**src/rtl/alu_seq_pkg.sv**
```systemverilog
// Shared constants, state encoding and flag-merge helper for the ALU
// sequencing controller.
package alu_seq_pkg;

    localparam int AW = 3;
    localparam int FW = 5;

    localparam logic [2:0] OP_ADD   = 3'b000;
    localparam logic [2:0] OP_SUB   = 3'b001;
    localparam logic [2:0] OP_AND   = 3'b010;
    localparam logic [2:0] OP_OR    = 3'b011;
    localparam logic [2:0] OP_XOR   = 3'b100;
    localparam logic [2:0] OP_NOT   = 3'b101;
    localparam logic [2:0] OP_PASS1 = 3'b110;
    localparam logic [2:0] OP_PASS2 = 3'b111;

    localparam int F_Z  = 4;
    localparam int F_CY = 3;
    localparam int F_S  = 2;
    localparam int F_P  = 1;
    localparam int F_OV = 0;

    localparam int I_OP_LSB  = 13;
    localparam int I_CIN     = 12;
    localparam int I_RD_LSB  = 9;
    localparam int I_RS1_LSB = 6;
    localparam int I_RS2_LSB = 3;
    localparam int I_WR      = 2;

    typedef enum logic [1:0] {
        IDLE = 2'd0,
        EXEC = 2'd1,
        WB   = 2'd2
    } state_e;

    // Only add/sub own CY; every other op leaves the old carry untouched.
    function automatic logic [FW-1:0] merge_flags(
        input logic [2:0]    op,
        input logic [FW-1:0] alu_f,
        input logic [FW-1:0] cur
    );
        logic [FW-1:0] m;
        m = alu_f;
        if (op != OP_ADD && op != OP_SUB) begin
            m[F_CY] = cur[F_CY];
        end
        return m;
    endfunction

endpackage

```
**src/rtl/alu_seq_regfile.sv**
```systemverilog
// NREG x DW register file: two operand read ports, debug port, one write.
// ALU_SEQ_CTRL_ZERO_REG_EN hardwires r0 to zero.
module alu_seq_regfile
    import alu_seq_pkg::*;
#(
    parameter int DW   = 16,
    parameter int NREG = 8
) (
    input  logic          clk,
    input  logic          rst_n,
    input  logic          we,
    input  logic [AW-1:0] waddr,
    input  logic [DW-1:0] wdata,
    input  logic [AW-1:0] ra1,
    output logic [DW-1:0] rd1,
    input  logic [AW-1:0] ra2,
    output logic [DW-1:0] rd2,
    input  logic [AW-1:0] dbg_addr,
    output logic [DW-1:0] dbg_data
);

    logic [DW-1:0] mem_q [NREG];
    logic [DW-1:0] mem_d [NREG];
    logic          we_eff;

`ifdef ALU_SEQ_CTRL_ZERO_REG_EN
    assign we_eff   = we && (waddr != '0);
    assign rd1      = (ra1 == '0) ? '0 : mem_q[ra1];
    assign rd2      = (ra2 == '0) ? '0 : mem_q[ra2];
    assign dbg_data = (dbg_addr == '0) ? '0 : mem_q[dbg_addr];
`else
    assign we_eff   = we;
    assign rd1      = mem_q[ra1];
    assign rd2      = mem_q[ra2];
    assign dbg_data = mem_q[dbg_addr];
`endif

    always_comb begin
        mem_d = mem_q;
        if (we_eff) begin
            mem_d[waddr] = wdata;
        end
    end

    always_ff @(posedge clk) begin
        if (!rst_n) begin
            for (int i = 0; i < NREG; i++) begin
                mem_q[i] <= '0;
            end
        end else begin
            mem_q <= mem_d;
        end
    end

endmodule

```
**src/rtl/alu_seq_ctrl.sv**
```systemverilog
// Three-state sequencer (IDLE/EXEC/WB) driving an external combinational
// ALU; owns the register file and the {Z,CY,S,P,OV} flag register.
module alu_seq_ctrl
    import alu_seq_pkg::*;
#(
    parameter int DW   = 16,
    parameter int NREG = 8
) (
    input  logic          clk,
    input  logic          rst_n,
    input  logic          instr_valid,
    output logic          instr_ready,
    input  logic [15:0]   instr,
    input  logic          ld_en,
    input  logic [AW-1:0] ld_addr,
    input  logic [DW-1:0] ld_data,
    output logic [2:0]    alu_opcode,
    output logic [DW-1:0] alu_arg1,
    output logic [DW-1:0] alu_arg2,
    output logic [FW-1:0] alu_in_flg,
    input  logic [DW-1:0] alu_res,
    input  logic [FW-1:0] alu_out_flg,
    output logic [FW-1:0] flags,
    output logic          done,
    input  logic [AW-1:0] rd_dbg_addr,
    output logic [DW-1:0] rd_dbg_data
);

    state_e        state_q, state_d;
    logic [2:0]    op_q, op_d;
    logic [AW-1:0] rd_q, rd_d;
    logic          wr_q, wr_d;
    logic [DW-1:0] arg1_q, arg1_d;
    logic [DW-1:0] arg2_q, arg2_d;
    logic [DW-1:0] res_q, res_d;
    logic [FW-1:0] in_flg_q, in_flg_d;
    logic [FW-1:0] oflg_q, oflg_d;
    logic [FW-1:0] flags_q, flags_d;

    logic          we;
    logic [AW-1:0] waddr;
    logic [DW-1:0] wdata;
    logic [DW-1:0] rs1_data, rs2_data;
    logic          unused_rsvd;

    assign unused_rsvd = ^instr[1:0];

    alu_seq_regfile #(
        .DW   (DW),
        .NREG (NREG)
    ) u_rf (
        .clk      (clk),
        .rst_n    (rst_n),
        .we       (we),
        .waddr    (waddr),
        .wdata    (wdata),
        .ra1      (instr[I_RS1_LSB +: AW]),
        .rd1      (rs1_data),
        .ra2      (instr[I_RS2_LSB +: AW]),
        .rd2      (rs2_data),
        .dbg_addr (rd_dbg_addr),
        .dbg_data (rd_dbg_data)
    );

    always_comb begin
        state_d     = state_q;
        op_d        = op_q;
        rd_d        = rd_q;
        wr_d        = wr_q;
        arg1_d      = arg1_q;
        arg2_d      = arg2_q;
        res_d       = res_q;
        in_flg_d    = in_flg_q;
        oflg_d      = oflg_q;
        flags_d     = flags_q;
        instr_ready = 1'b0;
        done        = 1'b0;
        we          = ld_en;
        waddr       = ld_addr;
        wdata       = ld_data;
        unique case (state_q)
            IDLE: begin
                instr_ready = 1'b1;
                if (instr_valid) begin
                    op_d   = instr[I_OP_LSB +: 3];
                    rd_d   = instr[I_RD_LSB +: AW];
                    wr_d   = instr[I_WR];
                    arg1_d = rs1_data;
                    arg2_d = rs2_data;
                    in_flg_d = flags_q;
                    in_flg_d[F_CY] = flags_q[F_CY] & instr[I_CIN];
                    state_d = EXEC;
                end
            end
            EXEC: begin
                res_d   = alu_res;
                oflg_d  = alu_out_flg;
                state_d = WB;
            end
            WB: begin
                done    = 1'b1;
                flags_d = merge_flags(op_q, oflg_q, flags_q);
                // Writeback owns the single port; a same-cycle load loses.
                if (wr_q) begin
                    we    = 1'b1;
                    waddr = rd_q;
                    wdata = res_q;
                end
                state_d = IDLE;
            end
            default: state_d = IDLE;
        endcase
    end

    always_ff @(posedge clk) begin
        if (!rst_n) begin
            state_q  <= IDLE;
            op_q     <= '0;
            rd_q     <= '0;
            wr_q     <= 1'b0;
            arg1_q   <= '0;
            arg2_q   <= '0;
            res_q    <= '0;
            in_flg_q <= '0;
            oflg_q   <= '0;
            flags_q  <= '0;
        end else begin
            state_q  <= state_d;
            op_q     <= op_d;
            rd_q     <= rd_d;
            wr_q     <= wr_d;
            arg1_q   <= arg1_d;
            arg2_q   <= arg2_d;
            res_q    <= res_d;
            in_flg_q <= in_flg_d;
            oflg_q   <= oflg_d;
            flags_q  <= flags_d;
        end
    end

    assign alu_opcode = op_q;
    assign alu_arg1   = arg1_q;
    assign alu_arg2   = arg2_q;
    assign alu_in_flg = in_flg_q;
    assign flags      = flags_q;

endmodule

```
**config.mk**
```make
export PLATFORM = sky130hd
export DESIGN_NAME = alu_seq_ctrl
export DESIGN_NICKNAME = d
export VERILOG_FILES = /design/src/rtl/alu_seq_pkg.sv /design/src/rtl/alu_seq_regfile.sv /design/src/rtl/alu_seq_ctrl.sv
export SDC_FILE = /design/constraint.sdc
export NUM_CORES = 1
export LEC_CHECK = 0
export CORE_ASPECT_RATIO = 1.4
export CORE_UTILIZATION = 55
export CTS_CLUSTER_SIZE = 28
export DETAILED_ROUTE_END_ITERATION = 10
export PLACE_DENSITY = 0.78
export SLEW_MARGIN = 20
export SYNTH_ARGS = -nofsm -noshare
export SYNTH_HDL_FRONTEND = slang
export SYNTH_HIERARCHICAL = 1
export SYNTH_SLANG_ARGS = --single-unit
```
**constraint.sdc**
```tcl
create_clock -name clk -period 2.59 [get_ports clk]
set_clock_uncertainty 0.1 [all_clocks]
set_input_delay 0.6475 -clock clk [delete_from_list [all_inputs] [get_ports clk]]
set_output_delay 0.6475 -clock clk [all_outputs]
set_load 0.05 [all_outputs]
```
Yosys cells after proc, flatten, opt, wreduce, memory -nomap -nowiden
Index checks and enable logic that the tools add are counted.
Operators by class
  add/subtract/negate cells: 0
  multipliers: 0
  divide/modulo/power cells: 0
  order comparisons: 5
  equal/unequal tests: 4
  shift operators: 0
  muxes and demuxes: 22
  bitwise logic cells: 6
  reductions and logical operators: 6
Operator list (number)
  $bmux W16 S3: 3
  $mux W16: 9
  $bwmux W128: 1
  $demux W16 S3: 1
  $ge A4 B4 Y1 const B: 4
  $not A3 Y4: 4
  $mux W3: 2
  $lt A4 B1 Y1 const B: 1
  $mux W1: 4
  $pmux W2 S2: 1
  $reduce_and A2 Y1: 2
  $ne A3 B1 Y1 const B: 1
  $reduce_bool A3 Y1: 1
  $eq A2 B1 Y1 const B: 1
  $eq A2 B2 Y1 const B: 1
  $logic_and A1 B1 Y1: 2
  $logic_not A2 Y1: 1
  $mux W2: 1
  $ne A2 B2 Y1 const B: 1
  $and A1 B1 Y1: 1
  $not A1 Y1: 1
Word-level totals
  flip-flop bits (word level): 200
  bits in latches: 0
  memory bits (writable): 0
  ROM bits: 0
  input bits: 63
  output and inout port bits: 63
  memories kept: 0

Logic depth before layout (Yosys ltp)
  word-level depth: 8
  depth in mapped cells: 11
  gate-level depth less buffers: 6

Hierarchy
Netlist, hierarchy kept.
Modules (own cells, without submodules)
  alu_seq_regfile: instances 1, cells an instance 763, area each 8224.1 um^2
  alu_seq_ctrl: instances 1, cells an instance 337, area each 2950.3 um^2

Least setup slack after synthesis
Ideal clock, no wire load.
  path kind: input to output
  from: input port rd_dbg_addr[0]
  to: output port rd_dbg_data[11]
  arrival: 1.805 ns
  slack: 0.038 ns
  stages on the path: 4
  path buffers: 2
  path through: buf_6 buf_6 mux4_1 mux2_2
On the way
  cells in the longest elaborated chain, start to end: 4
RTL lines
  start, declared: line alu_seq_ctrl.sv:25  | input logic [AW-1:0] rd_dbg_addr,
  $not A3 Y4 (implied by the code): line alu_seq_regfile.sv:35  | assign dbg_data = mem_q[dbg_addr];
  $bmux W16 S3: line alu_seq_regfile.sv:35
  $mux W16 (implied by the code) (2 in series): line alu_seq_regfile.sv:35
  end, declared: line alu_seq_ctrl.sv:26  | output logic [DW-1:0] rd_dbg_data
Every way passes these cells. The select of a mux whose other input is x is not followed.

Worst setup path in the final report
  from: input port rd_dbg_addr[0]
  to: output port rd_dbg_data[5]
The elaborated chain is that of the path after synthesis.

==> metrics <==
highest metal layer with signal wires=met4; library cell contributing the largest single delay on the critical path=mux4_2; final max-slew violation count=0; beginning of the worst hold path=alu_arg1[12]; vias per cell=~6.3; Routability Congestion=0.971; Max Buffers Root-to-Sink=2; Max Fclk=roughly 380 MHz; count of input and output buffers=around 120; Post-synth top cells=nand2_1 (345), dfxtp_1 (200), a21boi_1 (80); residual antenna-violating net count after detailed routing=0; biggest cell delay along the critical path=500 ps; Post-synth EDFFs=0; number of detailed-route iterations in the first pass=5; Row Count=61; effective utilization at floorplan=around 56%; synth-to-layout area growth=21.6%; violated checks=setup timing; total number of H-tree levels=4; antenna violations before repair=0; clock buffer count from CTS=17; leading cell types by total area after synthesis=dfxtp_1 (36%), mux4_1 (17%), nand2_1 (12%); number of distinct standard cells referenced by the synthesized netlist=33; R2R depth=8; detailed-placement wirelength estimate=between 20000 and 25000 um; worst-margin pin slew=546 ps; shortest period the worst path allows=about 2600 ps; height of the chip=171 um; sequential area share after synthesis=around 36%; via count of the first global-routing pass=8877; Max-Cap Viols=0; Critical Path Sink Type=output port; routed metal-1 wirelength=roughly 12000 um; routed len/inst=22.5 um; normalized max-slew margin=a little under two thirds; layout cells sized above 1=20.6%; leading register cell type out of synthesis=dfxtp_1; result of the run=finished, violations left; Detail Route met2 WL=roughly 16000 um; category of the most critical setup path=primary input to output port; post-detailed-route DRC marker count=0; post-synthesis instance area=~0.011 mm2; core footprint=between 0.015 and 0.02 mm2; Gate Count Post-Synth=1100; clock tree from TritonCTS=yes; net count after synthesis=about 1200; routed length on met3=2390 um; crit-path max FO=7; count of buffering cells on the critical path with inverters included=3; pre-CTS setup slack=-647 ps; path category of the worst min-delay check=flip-flop to flip-flop; design area=approximately 0.014 mm2; Max VDD drop=0.386 mV; Global Route Usage Sum=about 32%; number of placed cells counting well taps=1423; Worst Hold Path Cells=2; top-count cell post-synth=nand2_1; later-pin clock latency in the skew report=roughly 440 ps; startpoint class of the critical path=primary input; wire length of the first global-routing pass=~50000 um; min setup slack post-route=-41.3 ps; placement-stage cell area=~0.013 mm2; top cell family by delay on the critical path=multiplexers; number of top-level design ports=between 100 and 150; reg-to-reg endpoint=u_rf/mem_q[51]; area leader, netlist=dfxtp_1; drt total wl=32900 um; Period Utilization, post-route=102%; setup repair after global routing missed its margin=yes; sequence of cells on the critical path=buf_12 -> buf_12 -> mux4_2 -> mux2_4 -> buf_8; Sink Count=200; largest net degree at the start of global routing=70; share of the synthesized area in the top cell type=35.8%; startpoint of the worst-slack reg-to-reg timing path=state_q[1]; DRC marker count from the first detailed-route iteration=around 910; Ys Warns=6; Pwr Density=approximately 520 mW/mm2; share of synthesized flip-flops with an asynchronous set or reset=0%; number of standard cells in the final layout excluding fillers=roughly 1500; Reg2Reg Setup Slack=130 ps; Worst EP required=between 1500 and 2000 ps; hold-fix buffers at CTS=0; terminating pin of the worst hold path=alu_arg1[12]; number of synthesized register bits=200; Arrival @ worst endpoint=roughly 1900 ps; number of diodes added for antenna fixing=0; final setup vio count=16; overall via count from detail_route=around 9200; final-stage net count=1262; cell leakage power=5.12 nW; Most Frequent Cell on Critical Path=buf_12; leftover overflow at the end of global routing=0; cell chosen for the clock root=clkbuf_16; Final Hold Viols=0; overall die width=122 um; final-layout fill cell count=1451; per-instance average area after synthesis=between 10 and 15 um2; Die Area=roughly 0.021 mm2; clock transition at the register clock pins on the worst setup and hold paths after CTS=around 80 ps
[per-stage QoR]
step	hold WS (ps)	power (mW)	util (%)	TNS [ps]
after floorplan	335	3.86	-	0
after global placement	343	4.17	63.9	-10920
after detailed placement	351	4.19	63.9	-11700
after CTS	362	7.04	68.1	-359
after global routing	374	7.25	68.2	-664
final	361	7.05	68.2	-358
[placed cells by master, fill, tap and decap left out]
cell type	count
nor3b_4	1
clkinvlp_4	5
and4b_1	3
clkbuf_8	1
nand4b_1	3
nand3_1	43
clkinv_4	2
nand4bb_1	3
and4bb_1	2
nand2_1	345
dlygate4sd2_1	1
clkbuf_16	17
nor2b_1	4
nand4_1	2
nand2_2	1
a21boi_1	80
mux4_2	48
mux2_2	33
buf_12	23
nor2_1	2
and4_1	1
bufinv_16	3
buf_6	7
dfxtp_1	200
and4bb_2	1
mux4_1	48
nor2b_2	2
mux2_4	34
nand2b_1	2
mux2i_1	5
buf_4	52
or4b_1	1
a21boi_0	69
and2_1	2
inv_8	4
buf_16	4
o21ai_0	44
buf_8	11
nor4b_4	1
clkdlybuf4s50_1	102
[cell type report]
| type | instances | area (um2) | area share (%) |
|---|---|---|---|
| Sequential cell | 200 | 4000 | 29.5 |
| Clock inverter | 14 | 190 | 1.40 |
| Timing Repair Buffer | 200 | 2230 | 16.4 |
| Multi-Input combinational cell | 780 | 6410 | 47.1 |
| Tap cell | 252 | 315 | 2.32 |
| Clock buffer | 18 | 439 | 3.23 |
[flip-flops by register name, summed over array words and instances, names as in the netlist]
register	count
u_rf/mem_q	128
alu_arg1	16
alu_arg2	16
res_q	16
alu_in_flg	5
flags	5
oflg_q	5
alu_opcode	3
rd_q	3
state_q	2
wr_q	1
[where the power goes]
group / internal [mW] / switching [mW]
sequential: 3.15 / 0.0650
combinational: 0.481 / 0.511
clock: 1.58 / 1.27
[worst max path at each step]
stage	start	to	slack, ps	cells after the start
2_1_floorplan	rd_dbg_addr[0]	rd_dbg_data[11]	40	4
3_3_place_gp	rd_dbg_addr[0]	rd_dbg_data[5]	-630	5
3_5_place_dp	rd_dbg_addr[0]	rd_dbg_data[5]	-650	5
4_1_cts	rd_dbg_addr[2]	rd_dbg_data[5]	-40	5
5_1_grt	rd_dbg_addr[2]	rd_dbg_data[9]	-60	5
6_report	rd_dbg_addr[0]	rd_dbg_data[5]	-40	5
[repair_timing]
item / in CTS / in global routing
cloned: 4 / 0
buffers inserted: 5 / 0
gates resized for setup: 85 / 5
endpoints found under the setup margin: 16 / 16
endpoints found under the hold margin: 0 / 0
[tightest hold or removal path, stage by stage (launching register included)]
cell and delay, ps:
dfxtp_1 310, nand2_1 50, o21ai_0 60
[logic make-up (layout without fill, tap and decap cells)]
family	count (synthesis)	in the layout	share of synthesized area (%)
AO/OA/AOI/OAI	193	193	12.0
buffers and inverters	120	232	6.56
flip-flops	200	200	35.8
multiplexers	168	168	29.6
AND/OR/NAND/NOR	419	419	16.0
[layer usage]
| layer | vias up | global-route usage (%) |
|---|---|---|
| met5 | - | 0 |
| met4 | 0 | 21.8 |
| met3 | 125 | 6.70 |
| met2 | 487 | 53.6 |
| met1 | 4453 | 36.9 |
| li1 | 4113 | - |
No activity file was read; power rests on OpenSTA's default activity.
==> RTL edit (same settings) <==
Take the reset off `res_q` and load it in a clocked block of its own.
--- a/src/rtl/alu_seq_ctrl.sv
+++ b/src/rtl/alu_seq_ctrl.sv
@@ -120,7 +120,6 @@
             wr_q     <= 1'b0;
             arg1_q   <= '0;
             arg2_q   <= '0;
-            res_q    <= '0;
             in_flg_q <= '0;
             oflg_q   <= '0;
             flags_q  <= '0;
@@ -131,11 +130,14 @@
             wr_q     <= wr_d;
             arg1_q   <= arg1_d;
             arg2_q   <= arg2_d;
-            res_q    <= res_d;
             in_flg_q <= in_flg_d;
             oflg_q   <= oflg_d;
             flags_q  <= flags_d;
         end
+    end
+
+    always_ff @(posedge clk) begin
+        res_q <= res_d;
     end
 
     assign alu_opcode = op_q;
Check against the original RTL: same outputs for any inputs over 4 cycles, from zero or initial values and one cycle with rst_n low; that may be too few to reach the edited logic, so the function may still have changed.
==> RTL edit against the original RTL <==
Largest power group unchanged. The flow still finishes with violations (setup timing). Cell area fell by 0.23%. Synthesized area fell by 0.87%. Setup slack got worse by 0.072 ns. Routed wire length fell by 2.4%. First-iteration DRC count rose by 16%. Power fell by 0.48%. Sequential cell count did not move. Sequential power rose by 1%.
==> RTL edit: results (changes against the original RTL) <==
HPWL after DPL 18,950 um (-11%); Worst Path Arrival 1.96 ns (+0.08 ns); Max VDD drop 0.6497 mV (+68%); fin cells 1,403 (-4.2%); layout cells sized above 1 0.2085 (+0.002244); vias in the first global route 8,704 (-1.9%); P_int 0.005169 W (-0.69%); met3 WL 3151 um (+32%); synth cell count leaders nand2_1, dfxtp_1, a21boi_1; H-tree levels 4 (unchanged); Worst Hold Class flip-flop to flip-flop; Reg power frac 0.463 (+0.007); DR top layer met4; worst reg2reg endpoint u_rf/mem_q[2]; count of nets after finishing 1,201 (-4.8%); total of fill cells in the finished design 1,434 (-1.2%); top cells by area, synth dfxtp_1, mux4_1, nand2_1; register area share after synthesis 0.3759 (+0.01762); GRT Overall Usage 0.3173 (-0.005102); 1st-pass router iterations 5 (unchanged); Mapped Area 11,080 um2 (-0.87%); GPL Wtd Cong 0.8650 (-11%); initial antenna violation count 0 (unchanged); largest net degree at the start of global routing 76 (+8.6%); reg-to-reg slack, setup 0.18 ns (+0.05 ns); crit path max fanout 8 (+1); final worst slack -0.1131 ns (-0.07180 ns); Post-Syn Nets 1,104 (-5.1%); register with the most flip-flops u_rf/mem_q; R2R cell count 9 (+1); CTS buffer count 17 (unchanged); crit path from rd_dbg_addr[2]; max reg flops 128 (unchanged); Post-synth EDFFs 16 (+16); M3 GR Usage 0.07708 (+0.01008); met1 GRT Util 0.3785 (+0.009317); total congestion overflow 0 (unchanged); Leakage 5.121 nW (about the same); worst setup path end rd_dbg_data[12]; post-place instance area 12,590 um2 (-1.0%); Reg2Reg Launch Point state_q[1]; Yosys warnings 6 (unchanged); Mapped Cells 1,041 (-5.4%); Least-Margin Pin Slew 0.5219 ns (-0.02447 ns); Comb group 0.000986 W (-0.6%); dpl ws -0.6720 ns (-0.02473 ns); Final Setup Violations 16 (unchanged); wl on met1 11,490 um (-3.8%); total chip power 0.007014 W (-0.48%); routed wl met2 15,040 um (-8.0%); status finished with violations; violated checks setup timing; global-route wire length before repair 48,790 um (-2.1%); number of unique standard cell types used by synthesis 34 (+3.0%); DRT iter0 DRCs 1,049 (+16%); GR Util met2 0.5004 (-0.03578); Via density 6.432 (+2.6%); Routed WL per cell 22.90 um (+1.9%); CP peak stage delay 0.48 ns (-0.02 ns)
RTL edit: cell count changes in the layout (fill, tap and decap cells not counted), moves of 5 or more:
cell,unedited run,this run
nand2_1,345,303
a21boi_0,69,48
buf_4,52,34
dfxtp_1,200,184
edfxtp_1,0,16
buf_6,7,13
buf_12,23,28
clkinvlp_4,5,0
mux2i_1,5,10
nor2b_1,4,9
RTL edit: timing repair:
item | in CTS | in global routing
gates cloned | 5 | 0
setup buffers | 9 | 0
resized for setup | 88 | 5
setup endpoints to repair | 16 | 16
RTL edit: area by class of cell:
cell class	instances	area [um2]	share of cell area
Clock buffer	20	489.2	0.03608
Clock inverter	12	127.6	0.009413
Multi-Input combinational cell	726	6182	0.4560
Sequential cell	200	4164	0.3071
Tap cell	252	315.3	0.02326
Timing Repair Buffer	193	2280	0.1681
RTL edit: critical path, delay by kind of cell:
family   cells  cell delay [ns]
mux          2             0.77
buf+inv      4             0.52
RTL edit: worst min path at each step:
stage,start,endpoint,slack [ns]
detailed placement,alu_in_flg[3],alu_in_flg[3],0.35
finish,alu_in_flg[3],alu_in_flg[3],0.36
floorplan,oflg_q[3],flags[3],0.33
CTS,alu_in_flg[3],alu_in_flg[3],0.36
global route,alu_arg1[10],alu_arg1[10],0.37
global placement,oflg_q[3],flags[3],0.34
RTL edit: cells by family after synthesis:
kind of cell / Yosys count / synth area share
AO/OA/AOI/OAI: 172 / 0.1066
buffers and inverters: 115 / 0.06416
flip-flops: 200 / 0.3759
multiplexers: 173 / 0.3032
AND/OR/NAND/NOR: 381 / 0.1501
RTL edit: per-stage QoR:
step	setup TNS [ns]	util
6_report	-1.029	0.6859
5_1_grt	-1.255	0.6859
4_1_cts	-0.9428	0.6857
3_5_place_dp	-12.00	0.6369
3_3_place_gp	-11.19	0.6369
2_1_floorplan	0	-
